File: src/rtl/iob_ethmac_ctrl_pkg.sv
// Shared constants for the ethmac sequencer: register map, MODER/BD control
// words, interrupt bit positions, error codes and FSM state encoding.
package iob_ethmac_ctrl_pkg;

   // ethmac register offsets (byte addresses on the iob slave port)
   localparam logic [11:0] ADDR_MODER    = 12'h000;
   localparam logic [11:0] ADDR_INT_SRC  = 12'h004;
   localparam logic [11:0] ADDR_INT_MASK = 12'h008;
   localparam logic [11:0] ADDR_TX_BD    = 12'h400;
   localparam logic [11:0] ADDR_TX_PTR   = 12'h404;
   localparam logic [11:0] ADDR_RX_BD    = 12'h600;
   localparam logic [11:0] ADDR_RX_PTR   = 12'h604;

   // MODER: pad + CRC enable base, loopback/full-duplex options, RX/TX enable
   localparam logic [31:0] MODER_BASE         = 32'h0000_A000;
   localparam int          MODER_LOOPBACK_BIT = 7;
   localparam int          MODER_FDUPLEX_BIT  = 10;
   localparam logic [31:0] MODER_RXTX_EN      = 32'h0000_0003;

   // buffer descriptor control words
   localparam logic [31:0] RX_BD_CTRL   = 32'h0000_E000;
   localparam logic [15:0] TX_BD_CTRL   = 16'hF000;
   localparam logic [31:0] INT_MASK_ALL = 32'h0000_007F;

   // INT_SOURCE bit positions
   localparam int INT_TXE_BIT = 1;
   localparam int INT_RXB_BIT = 2;
   localparam int INT_RXE_BIT = 3;

   typedef enum logic [1:0] {
      ERR_NONE    = 2'd0,
      ERR_TXE     = 2'd1,
      ERR_RXE     = 2'd2,
      ERR_TIMEOUT = 2'd3
   } err_code_t;

   typedef enum logic [3:0] {
      ST_IDLE     = 4'd0,
      ST_WR_MODER = 4'd1,
      ST_WR_RXPTR = 4'd2,
      ST_WR_RXBD  = 4'd3,
      ST_WR_TXPTR = 4'd4,
      ST_WR_TXBD  = 4'd5,
      ST_WR_EN    = 4'd6,
      ST_WR_MASK  = 4'd7,
      ST_WAIT_IRQ = 4'd8,
      ST_RD_INT   = 4'd9,
      ST_CLR_INT  = 4'd10,
      ST_RD_RXBD  = 4'd11,
      ST_DONE     = 4'd12,
      ST_ERR      = 4'd13
   } state_t;

   // MODER value before the RX/TX enables are set
   function automatic logic [31:0] moder_word(input logic lb, input logic fd);
      logic [31:0] w;
      w = MODER_BASE;
      w[MODER_LOOPBACK_BIT] = lb;
      w[MODER_FDUPLEX_BIT]  = fd;
      return w;
   endfunction

endpackage

File: src/rtl/iob_ethmac_ctrl_bus.sv
// Single-outstanding iob master. A request is accepted only while no
// transaction is in flight; the request fields are registered and held until
// the slave answers, after which valid drops for at least one cycle.
module iob_ethmac_ctrl_bus #(
   parameter int ADDR_W = 12,
   parameter int DATA_W = 32
) (
   input  logic                clk_i,
   input  logic                arst_n_i,
   input  logic                req,
   input  logic [ADDR_W-1:0]   req_address,
   input  logic [DATA_W-1:0]   req_wdata,
   input  logic                req_write,
   output logic                ack,
   output logic [DATA_W-1:0]   rdata,
   output logic                idle,
   output logic                m_valid_o,
   output logic [ADDR_W-1:0]   m_address_o,
   output logic [DATA_W-1:0]   m_wdata_o,
   output logic [DATA_W/8-1:0] m_wstrb_o,
   input  logic [DATA_W-1:0]   m_rdata_i,
   input  logic                m_ready_i
);

   // read data is only meaningful in the ack cycle; the caller captures it
   assign ack   = m_valid_o & m_ready_i;
   assign rdata = m_rdata_i;
   assign idle  = ~m_valid_o;

   // launch on request, hold until ready, then release for a cycle
   always_ff @(posedge clk_i or negedge arst_n_i) begin
      if (!arst_n_i) begin
         m_valid_o   <= 1'b0;
         m_address_o <= '0;
         m_wdata_o   <= '0;
         m_wstrb_o   <= '0;
      end else if (ack) begin
         m_valid_o <= 1'b0;
      end else if (req && !m_valid_o) begin
         m_valid_o   <= 1'b1;
         m_address_o <= req_address;
         m_wdata_o   <= req_wdata;
         m_wstrb_o   <= req_write ? '1 : '0;
      end
   end

endmodule

File: src/rtl/iob_ethmac_ctrl.sv
// Ethernet MAC sequencer: programs MODER, the RX/TX descriptors, the enables
// and INT_MASK over the iob port, then services interrupts until a frame is
// received, an error is flagged or the completion timeout expires.
//
//   state    | meaning
//   ---------+--------------------------------------------------------
//   IDLE     | waiting for start_i
//   WR_MODER | MODER <- base | loopback | full duplex
//   WR_RXPTR | RX BD pointer word
//   WR_RXBD  | RX BD control word (empty, wrap, irq)
//   WR_TXPTR | TX BD pointer word
//   WR_TXBD  | TX BD {length, ready/irq/wrap/pad}
//   WR_EN    | MODER with RX and TX enabled
//   WR_MASK  | INT_MASK <- all sources; timeout counter restarts
//   WAIT_IRQ | wait for eth_int_i or timeout
//   RD_INT   | read INT_SOURCE
//   CLR_INT  | write INT_SOURCE value back (W1C), then branch on it
//   RD_RXBD  | read RX BD status word
//   DONE     | done_o pulse
//   ERR      | err_o raised, one cycle
module iob_ethmac_ctrl
   import iob_ethmac_ctrl_pkg::*;
#(
   parameter int ADDR_W      = 12,
   parameter int DATA_W      = 32,
   parameter int TIMEOUT_W   = 20,
   parameter int TIMEOUT_CYC = 500000
) (
   input  logic                clk_i,
   input  logic                arst_n_i,
   input  logic                start_i,
   input  logic                loopback_i,
   input  logic                fduplex_i,
   input  logic [15:0]         tx_len_i,
   input  logic [31:0]         tx_ptr_i,
   input  logic [31:0]         rx_ptr_i,
   output logic                busy_o,
   output logic                done_o,
   output logic                err_o,
   output logic [1:0]          err_code_o,
   output logic [31:0]         rx_bd_o,
   output logic [6:0]          int_seen_o,
   output logic                m_valid_o,
   output logic [ADDR_W-1:0]   m_address_o,
   output logic [DATA_W-1:0]   m_wdata_o,
   output logic [DATA_W/8-1:0] m_wstrb_o,
   input  logic [DATA_W-1:0]   m_rdata_i,
   input  logic                m_ready_i,
   input  logic                eth_int_i
);

   localparam logic [TIMEOUT_W-1:0] TMO_LAST = TIMEOUT_W'(TIMEOUT_CYC - 1);
   localparam logic [TIMEOUT_W-1:0] TMO_MAX  = '1;

   state_t                state;
   logic                  lb_q;
   logic                  fd_q;
   logic [15:0]           tx_len_q;
   logic [31:0]           tx_ptr_q;
   logic [31:0]           rx_ptr_q;
   logic [DATA_W-1:0]     int_val_q;
   logic [TIMEOUT_W-1:0]  tmo_cnt;

   logic                  issue;
   logic                  bus_req;
   logic                  bus_write;
   logic [ADDR_W-1:0]     bus_address;
   logic [DATA_W-1:0]     bus_wdata;
   logic                  bus_ack;
   logic                  bus_idle;
   logic [DATA_W-1:0]     bus_rdata;
   logic                  tmo_run;
   logic                  tmo_hit;

   // tmo_hit means the counter reaches TIMEOUT_CYC on this edge (or already has)
   assign tmo_run = (state == ST_WAIT_IRQ) || (state == ST_RD_INT) || (state == ST_CLR_INT);
   assign tmo_hit = (tmo_cnt >= TMO_LAST);
   assign bus_req = issue & bus_idle;

   // bus request contents for the current state
   always_comb begin
      issue       = 1'b0;
      bus_write   = 1'b0;
      bus_address = '0;
      bus_wdata   = '0;
      case (state)
         ST_WR_MODER: begin
            issue       = 1'b1;
            bus_write   = 1'b1;
            bus_address = ADDR_W'(ADDR_MODER);
            bus_wdata   = DATA_W'(moder_word(lb_q, fd_q));
         end
         ST_WR_RXPTR: begin
            issue       = 1'b1;
            bus_write   = 1'b1;
            bus_address = ADDR_W'(ADDR_RX_PTR);
            bus_wdata   = DATA_W'(rx_ptr_q);
         end
         ST_WR_RXBD: begin
            issue       = 1'b1;
            bus_write   = 1'b1;
            bus_address = ADDR_W'(ADDR_RX_BD);
            bus_wdata   = DATA_W'(RX_BD_CTRL);
         end
         ST_WR_TXPTR: begin
            issue       = 1'b1;
            bus_write   = 1'b1;
            bus_address = ADDR_W'(ADDR_TX_PTR);
            bus_wdata   = DATA_W'(tx_ptr_q);
         end
         ST_WR_TXBD: begin
            issue       = 1'b1;
            bus_write   = 1'b1;
            bus_address = ADDR_W'(ADDR_TX_BD);
            bus_wdata   = DATA_W'({tx_len_q, TX_BD_CTRL});
         end
         ST_WR_EN: begin
            issue       = 1'b1;
            bus_write   = 1'b1;
            bus_address = ADDR_W'(ADDR_MODER);
            bus_wdata   = DATA_W'(moder_word(lb_q, fd_q) | MODER_RXTX_EN);
         end
         ST_WR_MASK: begin
            issue       = 1'b1;
            bus_write   = 1'b1;
            bus_address = ADDR_W'(ADDR_INT_MASK);
            bus_wdata   = DATA_W'(INT_MASK_ALL);
         end
         ST_RD_INT: begin
            issue       = 1'b1;
            bus_address = ADDR_W'(ADDR_INT_SRC);
         end
         ST_CLR_INT: begin
            issue       = 1'b1;
            bus_write   = 1'b1;
            bus_address = ADDR_W'(ADDR_INT_SRC);
            bus_wdata   = int_val_q;
         end
         ST_RD_RXBD: begin
            issue       = 1'b1;
            bus_address = ADDR_W'(ADDR_RX_BD);
         end
         default: ;
      endcase
   end

   iob_ethmac_ctrl_bus #(
      .ADDR_W (ADDR_W),
      .DATA_W (DATA_W)
   ) u_bus (
      .clk_i       (clk_i),
      .arst_n_i    (arst_n_i),
      .req         (bus_req),
      .req_address (bus_address),
      .req_wdata   (bus_wdata),
      .req_write   (bus_write),
      .ack         (bus_ack),
      .rdata       (bus_rdata),
      .idle        (bus_idle),
      .m_valid_o   (m_valid_o),
      .m_address_o (m_address_o),
      .m_wdata_o   (m_wdata_o),
      .m_wstrb_o   (m_wstrb_o),
      .m_rdata_i   (m_rdata_i),
      .m_ready_i   (m_ready_i)
   );

   // sequencer: state, registered status outputs and the saturating timeout counter
   always_ff @(posedge clk_i or negedge arst_n_i) begin
      if (!arst_n_i) begin
         state      <= ST_IDLE;
         busy_o     <= 1'b0;
         done_o     <= 1'b0;
         err_o      <= 1'b0;
         err_code_o <= ERR_NONE;
         rx_bd_o    <= '0;
         int_seen_o <= '0;
         lb_q       <= 1'b0;
         fd_q       <= 1'b0;
         tx_len_q   <= '0;
         tx_ptr_q   <= '0;
         rx_ptr_q   <= '0;
         int_val_q  <= '0;
         tmo_cnt    <= '0;
      end else begin
         done_o <= 1'b0;
         if (tmo_run && (tmo_cnt != TMO_MAX)) tmo_cnt <= tmo_cnt + TIMEOUT_W'(1);

         case (state)
            ST_IDLE: begin
               if (start_i) begin
                  lb_q       <= loopback_i;
                  fd_q       <= fduplex_i;
                  tx_len_q   <= tx_len_i;
                  tx_ptr_q   <= tx_ptr_i;
                  rx_ptr_q   <= rx_ptr_i;
                  err_o      <= 1'b0;
                  err_code_o <= ERR_NONE;
                  int_seen_o <= '0;
                  busy_o     <= 1'b1;
                  state      <= ST_WR_MODER;
               end
            end
            ST_WR_MODER: if (bus_ack) state <= ST_WR_RXPTR;
            ST_WR_RXPTR: if (bus_ack) state <= ST_WR_RXBD;
            ST_WR_RXBD:  if (bus_ack) state <= ST_WR_TXPTR;
            ST_WR_TXPTR: if (bus_ack) state <= ST_WR_TXBD;
            ST_WR_TXBD:  if (bus_ack) state <= ST_WR_EN;
            ST_WR_EN:    if (bus_ack) state <= ST_WR_MASK;
            ST_WR_MASK: begin
               if (bus_ack) begin
                  tmo_cnt <= '0;
                  state   <= ST_WAIT_IRQ;
               end
            end
            ST_WAIT_IRQ: begin
               if (tmo_hit) begin
                  err_o      <= 1'b1;
                  err_code_o <= ERR_TIMEOUT;
                  busy_o     <= 1'b0;
                  state      <= ST_ERR;
               end else if (eth_int_i) begin
                  state <= ST_RD_INT;
               end
            end
            ST_RD_INT: begin
               if (bus_ack) begin
                  int_seen_o <= int_seen_o | bus_rdata[6:0];
                  int_val_q  <= bus_rdata;
                  if (tmo_hit) begin
                     err_o      <= 1'b1;
                     err_code_o <= ERR_TIMEOUT;
                     busy_o     <= 1'b0;
                     state      <= ST_ERR;
                  end else if (bus_rdata == '0) begin
                     state <= ST_WAIT_IRQ;
                  end else begin
                     state <= ST_CLR_INT;
                  end
               end
            end
            ST_CLR_INT: begin
               if (bus_ack) begin
                  if (tmo_hit) begin
                     err_o      <= 1'b1;
                     err_code_o <= ERR_TIMEOUT;
                     busy_o     <= 1'b0;
                     state      <= ST_ERR;
                  end else if (int_val_q[INT_TXE_BIT]) begin
                     err_o      <= 1'b1;
                     err_code_o <= ERR_TXE;
                     busy_o     <= 1'b0;
                     state      <= ST_ERR;
                  end else if (int_val_q[INT_RXE_BIT]) begin
                     err_o      <= 1'b1;
                     err_code_o <= ERR_RXE;
                     busy_o     <= 1'b0;
                     state      <= ST_ERR;
                  end else if (int_val_q[INT_RXB_BIT]) begin
                     state <= ST_RD_RXBD;
                  end else begin
                     state <= ST_WAIT_IRQ;
                  end
               end
            end
            ST_RD_RXBD: begin
               if (bus_ack) begin
                  rx_bd_o <= bus_rdata[31:0];
                  done_o  <= 1'b1;
                  busy_o  <= 1'b0;
                  state   <= ST_DONE;
               end
            end
            ST_DONE: state <= ST_IDLE;
            ST_ERR:  state <= ST_IDLE;
            default: state <= ST_IDLE;
         endcase
      end
   end

endmodule

File: config.mk
export PLATFORM = sky130hd
export DESIGN_NAME = iob_ethmac_ctrl
export DESIGN_NICKNAME = d
export VERILOG_FILES = /design/src/rtl/iob_ethmac_ctrl_pkg.sv /design/src/rtl/iob_ethmac_ctrl_bus.sv /design/src/rtl/iob_ethmac_ctrl.sv
export SDC_FILE = /design/constraint.sdc
export NUM_CORES = 1
export LEC_CHECK = 0
export CORE_MARGIN = 4
export CORE_UTILIZATION = 52
export CTS_CLUSTER_DIAMETER = 100
export CTS_CLUSTER_SIZE = 10
export DETAILED_ROUTE_END_ITERATION = 16
export GPL_TIMING_DRIVEN = 0
export PLACE_DENSITY = 0.81
export SYNTH_ARGS = -nofsm -noshare
export SYNTH_HDL_FRONTEND = slang
export SYNTH_HIERARCHICAL = 1
export SYNTH_SLANG_ARGS = --single-unit
File: constraint.sdc
create_clock -name clk_i -period 3.3 [get_ports clk_i]
set_clock_uncertainty 0.15 [all_clocks]
set_input_delay 0.66 -clock clk_i [delete_from_list [all_inputs] [get_ports clk_i]]
set_output_delay 0.66 -clock clk_i [all_outputs]
set_load 0.005 [all_outputs]
==> qor.yml <==
final_layout:
  fin_area_um2: 13320
  final_common_cell: "dfrtp_1"
  finalNonFillerCells: 1303
  fin_util_pct: 67.97
  layout.nets: 1158
  syn2layout_area_growth_pct: 27.96
  num-fill-cells: 1428
  mostFrequentLayoutCells: "dfrtp_1 (228), clkdlybuf4s50_1 (178), mux2_2 (148)"
  antenna_cells: 0
  drive_gt1_share_pct: 27.55
  multiInputGateArea_um2: 4156
  register_area_um2: 5705
yosys:
  ys_seq_area_share_pct: 54.83
  synth_area_um2: 10410
  yosys_warnings: 6
  synth_flop_cell: "dfrtp_1"
  ys_async_sr_fraction_pct: 100.0
  synth_edf_count: 0
  synthCells: 821
  avgSynthCellArea_um2: 12.68
  ys_ff_latch: 228
  ys_types: 59
sta:
  relSlewSlack_pct: 6.126
  slew_violations: 0
  fin_tns_setup_ps: 0
  fmax_mhz: 314.6
  setup_viol: 0
  layout_setup_ws_ps: 121.4
  min_period_ps: 3179
  fin_crit_sh_pct: 96.32
  rsz0062_at_grt: "no"
  worst_pin_slew_ps: 1397
  hold_ws_ps: 250.1
  final-hold-violation-count: 0
setup_path:
  path_class: "reg -> reg"
  crit_family: "simple AND/OR/NAND/NOR gates"
  crit_top_cell: "clkbuf_1"
  slowest_delay_ps: 1090
  cpMaxStageDelayCell: "nor3_1"
  start_kind: "register"
  cp.arrival_ps: 3480
  worstSetupEndpointType: "register"
  crit_fanout: 10
  cp.required_ps: 3600
  timing.critical_path.buf_inv: 2
  path_cells: "clkbuf_1 -> nand2b_1 -> nor3_1 -> clkbuf_1 -> a22oi_1 -> nand2_1 -> mux2_4"
  reg2reg_slack_ps: 120
floorplan:
  rows: 51
  core-area_um2: 19590
  die_x_um: 149.5
  pin_count: 212
  die_h_um: 149.5
  die_area_um2: 22340
  initial_core_util_pct: 53.12
pwr:
  p_leak_nw: 5.935
  total_power_mw: 11.76
  vdd_drop_max_mv: 0.5932
  power.density_nw_per_um2: 883.3
drt:
  vias: 7426
  vias_per_cell: 5.699
  wl_per_cell_um: 21.65
  drt-initial-drc-count: 615
  remaining_drc_errors: 0
  dr.pass1.iters: 5
  antenna_left: 0
  totalWireLength_um: 28210
clock_tree:
  cts_sinks: 228
  clk_latency_ps: 520
  cts_buffers: 26
  clk_path_buf_depth: 3
  htree_levels: 1
  clkSlewWorstSetupHoldPaths_ps: 60
  cts_tree: "done"
  cts_resized: 0
  root_buffer: "clkbuf_16"
hold_path:
  min_path_type: "in -> reg"
placed_design:
  hpwl_um: 20590
  placed_cells: 1274
  pre_cts_ws_ps: -11.36
  dpl_cell_area_um2: 12620
  io_buffers: 179
  globalplace.congestion: 0.9823
global_routing:
  grt_pass1_vias: 7870
  grt_start_max_net_pins: 84
  antenna_found_initial: 1
  overflow: 0
  grt_pass1_wl_um: 44330
  grt_usage_pct: 25.41
run_status:
  status: "completed"
job:
  drv_cap: 0
[per-layer routing]
| layer | vias up | routed length (um) | track usage (%) |
|---|---|---|---|
| met5 | - | 12 | 0 |
| met4 | 2 | 561 | 6.041 |
| met3 | 45 | 2382 | 6.299 |
| met2 | 312 | 13790 | 42.19 |
| met1 | 3731 | 11460 | 33.97 |
| li1 | 3336 | - | - |
[final cells by class]
type | count | share of cell area (%)
multi-input combinational | 508 | 31.22
tap | 265 | 2.490
clock buffer | 28 | 5.178
sequential | 228 | 42.85
timing repair buffer | 182 | 13.98
buffer | 76 | 3.834
inverter | 16 | 0.4510
[report_power, final]
group          total (mW)  switching [mW]  internal [mW]
registers            4.74           0.789           3.95
clock network        2.47            1.02           1.45
logic                4.55            1.95           2.60
[synthesized netlist by cell type (4+ instances only)]
cell type / n / area share, %
nand2b_1: 8 / 0.48
a211oi_1: 5 / 0.36
a31oi_1: 4 / 0.24
dfrtp_1: 228 / 55
mux2_2: 148 / 16
mux2i_1: 5 / 0.48
nor3_1: 7 / 0.34
and3_1: 4 / 0.24
a22oi_1: 44 / 3.2
mux2_4: 40 / 5.8
clkbuf_1: 18 / 0.65
nand2_1: 55 / 2.0
inv_1: 16 / 0.58
buf_4: 35 / 2.5
buf_2: 17 / 0.82
o32ai_1: 4 / 0.34
nor2_1: 45 / 1.6
nand4_1: 9 / 0.54
nor4_1: 13 / 0.78
nand3_1: 9 / 0.43
xnor2_1: 15 / 1.3
buf_12: 4 / 0.77
o21ai_0: 17 / 0.82
a21oi_1: 24 / 1.2
[final timing paths]
kind | start | endpoint | depth (start not counted)
min in group asynchronous | arst_n_i | rx_bd_o[9] | 2
worst min-delay path | m_rdata_i[21] | int_val_q[21] | 2
worst max register to register | state[2] | u_bus/m_wdata_o[31] | 7
worst max-delay path | state[2] | u_bus/m_wdata_o[31] | 7
worst min register to register | err_o | err_o | 1
max in group asynchronous | arst_n_i | tx_ptr_q[17] | 3
[sequential cells by signal, summed over array words and instances, names as in the netlist, 4 cells and up]
name and flops:
tx_len_q 16, int_val_q 32, rx_ptr_q 32, rx_bd_o 32, int_seen_o 7, state 4, u_bus/m_wdata_o 32, tx_ptr_q 32
u_bus/m_address_o 12, tmo_cnt 20
[cell families (layout without fill, tap and decap cells)]
logic type	Yosys count	count (layout)	share of synthesized area, %
adder cells (fa/ha/maj)	2	2	0.2164
AND/OR/NAND/NOR	170	170	7.887
XOR/XNOR	15	15	1.263
other	1	8	0.03604
buffers and inverters	92	302	5.483
flip-flops	228	228	54.83
AO/OA/AOI/OAI	120	120	8.020
multiplexers	193	193	22.27
[what timing repair did]
action,in CTS,in global routing
hold buffers,1,0
setup buffers,0,0
endpoints found under the hold margin,64,0
setup endpoints to repair,0,0
Power figures use the tool's default switching activity.
